**src/rtl/rc522_reg_ctrl_pkg.sv**
```systemverilog
// Shared constants, types and byte-builder helpers for the RC522 register sequencer.
// Register map subset plus the FSM state encoding used by the controller.
package rc522_reg_ctrl_pkg;

  localparam int DEF_TIMEOUT_CYC = 64;
  localparam int DEF_GAP_CYC     = 2;
  localparam int DEF_INIT_LEN    = 4;

  localparam logic [5:0] COMMAND_REG      = 6'h01;
  localparam logic [5:0] COM_IRQ_REG      = 6'h04;
  localparam logic [5:0] ERROR_REG        = 6'h06;
  localparam logic [5:0] FIFO_DATA_REG    = 6'h09;
  localparam logic [5:0] FIFO_LEVEL_REG   = 6'h0A;
  localparam logic [5:0] BIT_FRAMING_REG  = 6'h0D;
  localparam logic [5:0] MODE_REG         = 6'h11;
  localparam logic [5:0] TX_CONTROL_REG   = 6'h14;
  localparam logic [5:0] TX_ASK_REG       = 6'h15;
  localparam logic [5:0] T_MODE_REG       = 6'h2A;
  localparam logic [5:0] T_PRESCALER_REG  = 6'h2B;
  localparam logic [5:0] VERSION_REG      = 6'h37;

  localparam logic [7:0] CMD_SOFT_RESET   = 8'h0F;
  localparam logic [7:0] T_MODE_INIT      = 8'h8D;
  localparam logic [7:0] T_PRESCALER_INIT = 8'h3E;
  localparam logic [7:0] TX_CONTROL_ON    = 8'h83;

  typedef enum logic [2:0] {
    ST_INIT,
    ST_IDLE,
    ST_A_GO,
    ST_A_WAIT,
    ST_GAP,
    ST_D_GO,
    ST_D_WAIT,
    ST_FIN
  } state_t;

  typedef struct packed {
    logic [5:0] addr;
    logic [7:0] data;
  } rom_entry_t;

  // RC522 SPI address byte: MSB selects read, LSB is always zero.
  function automatic logic [7:0] rd_byte(input logic [5:0] addr);
    return {1'b1, addr, 1'b0};
  endfunction

  function automatic logic [7:0] wr_byte(input logic [5:0] addr);
    return {1'b0, addr, 1'b0};
  endfunction

endpackage

```
**src/rtl/rc522_reg_ctrl_if.sv**
```systemverilog
// Host request/response and SPI byte-engine signals of the register sequencer.
// slave = controller view, master = host plus byte-engine view.
interface rc522_reg_ctrl_if;
  logic       host_req;
  logic       host_we;
  logic [5:0] host_addr;
  logic [7:0] host_wdata;
  logic       host_ready;
  logic [7:0] host_rdata;
  logic       host_done;
  logic       host_err;
  logic       init_done;
  logic       init_fail;
  logic       spi_start;
  logic [7:0] spi_tx;
  logic [7:0] spi_rx;
  logic       spi_done;

  modport slave (
    input  host_req, host_we, host_addr, host_wdata, spi_rx, spi_done,
    output host_ready, host_rdata, host_done, host_err, init_done, init_fail,
           spi_start, spi_tx
  );

  modport master (
    output host_req, host_we, host_addr, host_wdata, spi_rx, spi_done,
    input  host_ready, host_rdata, host_done, host_err, init_done, init_fail,
           spi_start, spi_tx
  );
endinterface

```
**src/rtl/rc522_reg_ctrl_init_rom.sv**
```systemverilog
// Power-up write list replayed after every reset: soft reset, timer setup, antenna on.
// Purely combinational; out-of-range indices return zero.
module rc522_reg_ctrl_init_rom
  import rc522_reg_ctrl_pkg::*;
#(
  parameter int IDX_W = 3
) (
  input  logic [IDX_W-1:0] idx,
  output rom_entry_t       entry
);

  always_comb begin
    entry = '0;
    case (int'(idx))
      0:       entry = '{addr: COMMAND_REG,     data: CMD_SOFT_RESET};
      1:       entry = '{addr: T_MODE_REG,      data: T_MODE_INIT};
      2:       entry = '{addr: T_PRESCALER_REG, data: T_PRESCALER_INIT};
      3:       entry = '{addr: TX_CONTROL_REG,  data: TX_CONTROL_ON};
      default: entry = '0;
    endcase
  end

endmodule

```
**src/rtl/rc522_reg_ctrl.sv**
```systemverilog
// RC522 register-access sequencer: init list replay, then host reads/writes as
// address+data SPI byte pairs, each byte guarded by a shared timeout counter.
module rc522_reg_ctrl
  import rc522_reg_ctrl_pkg::*;
#(
  parameter int TIMEOUT_CYC = DEF_TIMEOUT_CYC,
  parameter int GAP_CYC     = DEF_GAP_CYC,
  parameter int INIT_LEN    = DEF_INIT_LEN
) (
  input  logic              clk,
  input  logic              rst,
  rc522_reg_ctrl_if.slave   bus
);

  localparam int TMR_W = $clog2(TIMEOUT_CYC + 1);
  localparam int IDX_W = $clog2(INIT_LEN + 1);

  state_t           state;
  state_t           state_nxt;
  logic [IDX_W-1:0] idx;
  logic [TMR_W-1:0] tmr;
  logic             done_q;
  logic             cap_we;
  logic [5:0]       cap_addr;
  logic [7:0]       cap_wdata;
  logic             err_q;
  logic [7:0]       rdata_q;
  logic             init_done_q;
  logic             init_fail_q;
  rom_entry_t       rom_entry;

  logic             done_edge;
  logic             timeout;
  logic             init_end;
  logic             gap_end;
  logic             tmr_clr;
  logic [7:0]       addr_byte;
  logic [7:0]       data_byte;

  rc522_reg_ctrl_init_rom #(.IDX_W(IDX_W)) u_init_rom (
    .idx   (idx),
    .entry (rom_entry)
  );

  // The engine holds done high until the next start, so only its rising edge counts.
  assign done_edge = bus.spi_done & ~done_q;
  assign timeout   = (tmr == TMR_W'(TIMEOUT_CYC - 1)) & ~done_edge;
  assign init_end  = (idx == IDX_W'(INIT_LEN));
  assign gap_end   = (tmr == TMR_W'(GAP_CYC - 1));

  assign addr_byte = cap_we ? wr_byte(cap_addr) : rd_byte(cap_addr);
  assign data_byte = cap_we ? cap_wdata : 8'h00;

  always_comb begin
    state_nxt = state;
    case (state)
      ST_INIT:   state_nxt = init_end ? ST_IDLE : ST_A_GO;
      ST_IDLE:   if (bus.host_req) state_nxt = ST_A_GO;
      ST_A_GO:   state_nxt = ST_A_WAIT;
      ST_A_WAIT: begin
        if (done_edge)    state_nxt = ST_GAP;
        else if (timeout) state_nxt = ST_FIN;
      end
      ST_GAP:    if (gap_end) state_nxt = ST_D_GO;
      ST_D_GO:   state_nxt = ST_D_WAIT;
      ST_D_WAIT: if (done_edge || timeout) state_nxt = ST_FIN;
      // An init-phase timeout abandons the rest of the list.
      ST_FIN:    state_nxt = (!init_done_q && !err_q) ? ST_INIT : ST_IDLE;
      default:   state_nxt = ST_INIT;
    endcase
  end

  // One timer serves both the per-byte timeout and the inter-byte gap.
  assign tmr_clr = (state_nxt != state) &&
                   (state_nxt inside {ST_A_GO, ST_D_GO, ST_GAP});

  always_ff @(posedge clk or posedge rst) begin
    if (rst) begin
      state       <= ST_INIT;
      idx         <= '0;
      tmr         <= '0;
      done_q      <= 1'b0;
      cap_we      <= 1'b0;
      cap_addr    <= '0;
      cap_wdata   <= '0;
      err_q       <= 1'b0;
      rdata_q     <= '0;
      init_done_q <= 1'b0;
      init_fail_q <= 1'b0;
    end else begin
      state  <= state_nxt;
      done_q <= bus.spi_done;

      if (tmr_clr)        tmr <= '0;
      else if (tmr != '1) tmr <= tmr + TMR_W'(1);

      case (state)
        ST_INIT: begin
          if (init_end) begin
            init_done_q <= 1'b1;
          end else begin
            cap_we    <= 1'b1;
            cap_addr  <= rom_entry.addr;
            cap_wdata <= rom_entry.data;
            err_q     <= 1'b0;
          end
        end
        ST_IDLE: begin
          if (bus.host_req) begin
            cap_we    <= bus.host_we;
            cap_addr  <= bus.host_addr;
            cap_wdata <= bus.host_wdata;
            err_q     <= 1'b0;
          end
        end
        ST_A_WAIT: if (timeout) err_q <= 1'b1;
        ST_D_WAIT: begin
          // Latch read data on the edge so it is already valid while host_done pulses.
          if (done_edge) begin
            if (!cap_we && init_done_q) rdata_q <= bus.spi_rx;
          end else if (timeout) begin
            err_q <= 1'b1;
          end
        end
        ST_FIN: begin
          if (!init_done_q) begin
            if (err_q) begin
              init_fail_q <= 1'b1;
              init_done_q <= 1'b1;
            end else begin
              idx <= idx + IDX_W'(1);
            end
          end
        end
        default: ;
      endcase
    end
  end

  assign bus.host_ready = (state == ST_IDLE);
  assign bus.host_done  = (state == ST_FIN) && init_done_q;
  assign bus.host_err   = (state == ST_FIN) && init_done_q && err_q;
  assign bus.host_rdata = rdata_q;
  assign bus.init_done  = init_done_q;
  assign bus.init_fail  = init_fail_q;
  assign bus.spi_start  = (state == ST_A_GO) || (state == ST_D_GO);
  assign bus.spi_tx     = (state inside {ST_A_GO, ST_A_WAIT}) ? addr_byte : data_byte;

endmodule

```
**src/flat_wrapper.sv**
```systemverilog
// flat-port wrapper written by rule: the top's interface ports become plain ports
module rc522_reg_ctrl_flat import rc522_reg_ctrl_pkg::*;
#(
  parameter int TIMEOUT_CYC = DEF_TIMEOUT_CYC,
  parameter int GAP_CYC     = DEF_GAP_CYC,
  parameter int INIT_LEN    = DEF_INIT_LEN
)
  (clk, rst, bus_host_req, bus_host_we, bus_host_addr, bus_host_wdata, bus_spi_rx, bus_spi_done, bus_host_ready, bus_host_rdata, bus_host_done, bus_host_err, bus_init_done, bus_init_fail, bus_spi_start, bus_spi_tx);
  rc522_reg_ctrl_if bus_i ();
  input  logic clk;
  input  logic rst;
  input wire logic [$bits(bus_i.host_req)-1:0] bus_host_req;
  input wire logic [$bits(bus_i.host_we)-1:0] bus_host_we;
  input wire logic [$bits(bus_i.host_addr)-1:0] bus_host_addr;
  input wire logic [$bits(bus_i.host_wdata)-1:0] bus_host_wdata;
  input wire logic [$bits(bus_i.spi_rx)-1:0] bus_spi_rx;
  input wire logic [$bits(bus_i.spi_done)-1:0] bus_spi_done;
  output wire logic [$bits(bus_i.host_ready)-1:0] bus_host_ready;
  output wire logic [$bits(bus_i.host_rdata)-1:0] bus_host_rdata;
  output wire logic [$bits(bus_i.host_done)-1:0] bus_host_done;
  output wire logic [$bits(bus_i.host_err)-1:0] bus_host_err;
  output wire logic [$bits(bus_i.init_done)-1:0] bus_init_done;
  output wire logic [$bits(bus_i.init_fail)-1:0] bus_init_fail;
  output wire logic [$bits(bus_i.spi_start)-1:0] bus_spi_start;
  output wire logic [$bits(bus_i.spi_tx)-1:0] bus_spi_tx;
  assign bus_i.host_req = bus_host_req;
  assign bus_i.host_we = bus_host_we;
  assign bus_i.host_addr = bus_host_addr;
  assign bus_i.host_wdata = bus_host_wdata;
  assign bus_i.spi_rx = bus_spi_rx;
  assign bus_i.spi_done = bus_spi_done;
  assign bus_host_ready = bus_i.host_ready;
  assign bus_host_rdata = bus_i.host_rdata;
  assign bus_host_done = bus_i.host_done;
  assign bus_host_err = bus_i.host_err;
  assign bus_init_done = bus_i.init_done;
  assign bus_init_fail = bus_i.init_fail;
  assign bus_spi_start = bus_i.spi_start;
  assign bus_spi_tx = bus_i.spi_tx;
  rc522_reg_ctrl #(.TIMEOUT_CYC(TIMEOUT_CYC), .GAP_CYC(GAP_CYC), .INIT_LEN(INIT_LEN)) u_core (.clk(clk), .rst(rst), .bus(bus_i));
endmodule
```
**config.mk**
```make
export PLATFORM = sky130hd
export DESIGN_NAME = rc522_reg_ctrl_flat
export DESIGN_NICKNAME = d
export VERILOG_FILES = /design/src/rtl/rc522_reg_ctrl_pkg.sv /design/src/rtl/rc522_reg_ctrl_if.sv /design/src/rtl/rc522_reg_ctrl_init_rom.sv /design/src/rtl/rc522_reg_ctrl.sv /design/src/flat_wrapper.sv
export SDC_FILE = /design/constraint.sdc
export NUM_CORES = 1
export LEC_CHECK = 0
export ABC_AREA = 1
export CAP_MARGIN = 20
export CORE_AREA = 5 5 76 78
export DETAILED_ROUTE_END_ITERATION = 10
export DIE_AREA = 0 0 81 83
export PLACE_DENSITY = 0.8
export SYNTH_ARGS = -nofsm -noshare
export SYNTH_HDL_FRONTEND = slang
export SYNTH_SLANG_ARGS = --single-unit
```
**constraint.sdc**
```tcl
create_clock -name clk -period 3.25 [get_ports clk]
set_input_delay 0.65 -clock clk [delete_from_list [all_inputs] [get_ports clk]]
set_output_delay 0.65 -clock clk [all_outputs]
set_load 0.01 [all_outputs]
```
; Word level (Yosys, flattened, before mapping)
; Index checks and enable logic that the tools add are counted.
; Widths: inputs -> output; s select.
[op_classes]
addsub = 2
n_mux = 32
n_eq_ne = 22
n_reduce_logical = 24
n_bitwise = 6
[op_table]
columns = cell, count
row1 = $pmux 14 s4, 1
row2 = $mux 8, 5
row3 = $pmux 3 s8, 1
row4 = $eq 3x3->1 const B, 7
row5 = $pmux 8 s2, 1
row6 = $eq 3x2->1 const B, 5
row7 = $mux 3, 5
row8 = $mux 7, 2
row9 = $mux 6, 2
row10 = $pmux 6 s2, 1
row11 = $reduce_and 3->1, 4
row12 = $mux 1, 10
row13 = $reduce_bool 2->1, 4
row14 = $add 7x1->7 const B, 1
row15 = $eq 7x1->1 const B, 1
row16 = $eq 7x6->1 const B, 1
row17 = $ne 7x7->1 const B, 1
row18 = $eq 3x1->1 const B, 2
row19 = $logic_not 3->1, 2
row20 = $ne 2x2->1 const B, 3
row21 = $logic_and 1x1->1, 5
row22 = $not 1->1, 4
row23 = $pmux 1 s2, 2
row24 = $pmux 1 s4, 1
row25 = 11 further kinds, 15
[totals]
out_inout_bits = 22
reg_bits = 40
word_cells = 97

; Longest topological paths before layout
[logic_depth]
ltp_word = 11
mapped_depth = 12
mapped_depth_nobuf = 12

; By module
; A second synthesis with hierarchy kept.
[unflattened]
hier_cells = 271
hier_area_um2 = 2269.7
[modules_own_cells]
columns = module, instances, area_each_um2, cells_each
row1 = rc522_reg_ctrl, 1, 2158.3, 250
row2 = rc522_reg_ctrl_init_rom, 1, 111.4, 21

; Worst setup path before layout
; OpenSTA, ideal clock, no wires.
[synth_timing]
path_type = reg-to-output
from = reg u_core.state[0]
to = out bus_spi_tx[2]
n_path_buf = 1
setup_slack_ps = 1415
required_ps = 2600
t_arrival_ps = 1185
stages_incl_launch_ff = 8
cell_sequence = dfrtp_1 -> buf_2 -> inv_1 -> nand3_1 -> nand2_1 -> inv_2 -> nand2_1 -> o22ai_1
[synth_between]
elab_chain_len = 3
elab_cells_between_ends = 4
[synth_rtl]
columns = element, line
row1 = "start, declared", rc522_reg_ctrl.sv:18  ; state_t state;
row2 = "start signal, assigned", rc522_reg_ctrl.sv:91  ; state <= state_nxt;
row3 = $eq 3x2->1, rc522_reg_ctrl.sv:147  ; assign bus.spi_tx = (state inside {ST_A_GO, ST_A_WAIT}) ? addr_byte : data_byte;
row4 = $reduce_bool 2->1 *, rc522_reg_ctrl.sv:147
row5 = $mux 8 *, rc522_reg_ctrl.sv:147
row6 = "end, declared", flat_wrapper.sv:25  ; output wire logic [$bits(bus_i.spi_tx)-1:0] bus_spi_tx;
; Mark *: on every way between the ends. The rest lies on a longest branch, timed or not.

; Final worst setup path
[layout_timing]
from = reg u_core.state[0]
to = out bus_spi_tx[3]
; The elaborated chain is that of the path after synthesis.

==> results.toml <==
[clock_network]
clock_tree.buffer_depth = 2
ctsHtreeMaxLevel = 2
cts_buffers = 5
root_buffer = "clkbuf_8"
holdBufCountCts = 0
cts_sinks = 40
tritoncts = "built"
clock_latency_ps = 300
postCtsSetupBuffers = 0
post_cts_resized = 0
clk_pin_slew_ps = 80

[place]
io_buffers = 48
gp_congestion = 0.987
place_hpwl_mm = 3.62
dp_cells = 366

[power_and_ir_drop]
powerDensity_nw_per_um2 = 975
switching_power_mw = 1.20
power.internal_mw = 1.53
clkPwrFrac_pct = 12.6
peakVddDrop_v = 0.000332
combPwrFrac_pct = 56.5
p_leak_nw = 1.34
seqPwrFrac_pct = 30.9
switching_share_pct = 43.9

[cells_and_area]
final_util_pct = 56.0
final_cell_mix = "clkdlybuf4s50_1, nand2_1, dfrtp_1"
nFillCells = 450
fin_nets = 337
drive_above_1_share_pct = 11.2
syn2layout_area_growth_pct = 30.6
finalNonFillerCells = 374
final_common_cell = "clkdlybuf4s50_1"
antennaDiodeCount = 0

[routing]
vias_per_cell = 5.08
drc = 0
route.detailed.wl_per_inst_um = 13.0
via_count = 1899
routed_wl_mm = 4.88
first_pass_iters = 4
ant_nets = 0
drt-initial-drc-count = 144

[logic_synthesis]
ys.flop_type = "dfrtp_1"
ys_async_sr_fraction_pct = 100
synthesis.nets = 284
synth.distinct_cells = 35
synthSimpleGateAreaFrac_pct = 20.8
synthMuxAreaShare_pct = 4.66
yosys_warnings = 0
synth_edf_count = 0
synth-seq-area-share_pct = 46.6
avgSynthCellArea_um2 = 8.60
synth_compound_gate_area_share_pct = 14.1
syn_inst = 250
netlist_area_um2 = 2150
synth_top_family_by_area = "simple AND/OR/NAND/NOR gates"
ys_seq_elements = 40
synth_xor_area_share_pct = 1.63
synthAdderAreaFrac_pct = 4.07

[setup_path]
crit_chain = "inv_1, nand3_1, nand2_1, inv_2, nand2_1, o21ai_1, clkdlybuf4s50_1"
critPathLaunchType = "flip-flop"
criticalPathCategory = "flip-flop to output pin"
cp_max_fo = 9
crit_slowest_cell = "clkdlybuf4s50_1"
crit_top_cell = "nand2_1"
cp_slowest_stage_delay_ps = 550
worst-path-buf-inv = 3
cp_data_required_time_ps = 2600
cp.arrival_ps = 2240
cp-end-kind = "output pin"
crit_family = "buffers and inverters"

[floorplanning]
core-area_um2 = 5010
die_h_um = 83
ios = 49
start_util_pct = 42.9
die-area_um2 = 6720
placementRows = 26
die_x_um = 81

[sta]
fin_worst_skew_ps = 6.19
whs_ps = 497
hold_viol = 0
max_slew_margin_pct = 67.1
fin_crit_sh_pct = 88.9
min_period_ps = 2890
setup_viol = 0
tightest_slew_ps = 494
fmax_ghz = 0.346
slew_viol_final = 0
finalSetupTns_ps = 0
rsz0062_at_grt = "false"

[grt]
grt_pass1_vias = 1819
antenna_found_initial = 0
grt_max_degree = 41
overflow = 0
grt_pass1_wl_mm = 8.27
track_usage_pct = 15.6

[outcome]
status = "finished, final reports clean"

[run]
max_cap_viol_count = 0

[worst_hold_path]
hold_class = "flip-flop to flip-flop"
[layer usage]
metal	GRT usage [%]	part of all wire, %	routed length [um]
met1	20.0	44	2120
met2	24.2	48	2320
met3	4.22	6.9	338
met4	7.37	1.9	93
met5	0	0	0
[synth_stat cells (all sizes together), types with 2 or more instances]
cell | number | share of area [%]
a22oi | 8 | 2.8
nand4 | 2 | 0.58
a21oi | 18 | 4.2
nand2 | 42 | 7.5
nor2 | 33 | 6.7
buf | 5 | 1.3
inv | 38 | 6.6
xor2 | 2 | 0.82
o21ai | 13 | 3.2
mux2 | 8 | 4.2
o22ai | 4 | 1.2
ha | 7 | 4.1
dfrtp | 40 | 47
nor3 | 3 | 1.2
xnor2 | 2 | 0.82
nand3 | 14 | 4.5
a31oi | 3 | 0.87
[worst register-to-register path, cell delays in order, from the launching register on]
cell and delay, ps:
dfrtp_1 530, inv_2 110, nand2_1 90, nor2_2 30, buf_4 200, nand2_1 110
nand3_1 100, nor2_1 140, nand2_1 80, nand3_1 120, nand3_4 120, a21oi_1 150
[through the flow]
step           power [mW]  setup slack, ps  cell area (um^2)
3_5_place_dp         2.40              682              2710
4_1_cts              2.75              365              2810
6_report             2.74              362              2810
5_1_grt              2.98              173              2810
3_3_place_gp         2.36              760              2710
2_1_floorplan        1.85             1420              2150
[sequential cells by signal, summed over array words and instances (netlist names)]
name                   count
u_core.bus.host_rdata      8
u_core.cap_wdata           8
u_core.tmr                 7
u_core.cap_addr            6
u_core.idx                 3
u_core.state               3
u_core.bus.init_done       1
u_core.bus.init_fail       1
u_core.cap_we              1
u_core.done_q              1
u_core.err_q               1
[cells by family (layout without fill, tap and decap cells)]
kind of cell,after synthesis,after routing
and+or+nand+nor,95,95
xor gates and xnor gates,4,4
AOI/OAI and AO/OA,51,51
buffers and inverters,44,98
muxes,9,9
DFF,40,40
adders and majority gates,7,7
[cell type report]
cell class / instances / area [um^2] / share of cell area (%)
clock buffers: 7 / 86.3 / 3.08
clock inverters: 1 / 7.51 / 0.267
inverters: 39 / 146 / 5.22
multi-input cells: 166 / 975 / 34.7
flip-flops and latches: 40 / 1000 / 35.7
well taps: 70 / 87.6 / 3.12
repair buffers: 51 / 503 / 17.9
[power groups by stage]
stage | clock network (mW) | registers [mW] | logic (mW)
final | 0.345 | 0.845 | 1.55
after floorplan | 0 | 0.811 | 1.04
after global routing | 0.380 | 0.867 | 1.73
after detailed placement | 0 | 0.852 | 1.55
after CTS | 0.357 | 0.841 | 1.56
after global placement | 0 | 0.841 | 1.52
[path summary, 6_finish.rpt]
kind,start,to,slack (ps),depth (start not counted)
setup / recovery,u_core.state[0]$_DFF_PP0_,bus_spi_tx[3],360,7
hold / removal,u_core.bus.host_rdata[6]$_DFFE_PP0P_,u_core.bus.host_rdata[6]$_DFFE_PP0P_,500,1
setup reg to reg,u_core.state[1]$_DFF_PP0_,u_core.tmr[0]$_DFFE_PP0P_,1400,11
hold reg to reg,u_core.bus.host_rdata[6]$_DFFE_PP0P_,u_core.bus.host_rdata[6]$_DFFE_PP0P_,500,1
max in group asynchronous,rst,u_core.cap_wdata[1]$_DFFE_PP0P_,2130,3
min in group asynchronous,rst,u_core.bus.host_rdata[1]$_DFFE_PP0P_,780,3
No activity file was read; power rests on OpenSTA's default activity.
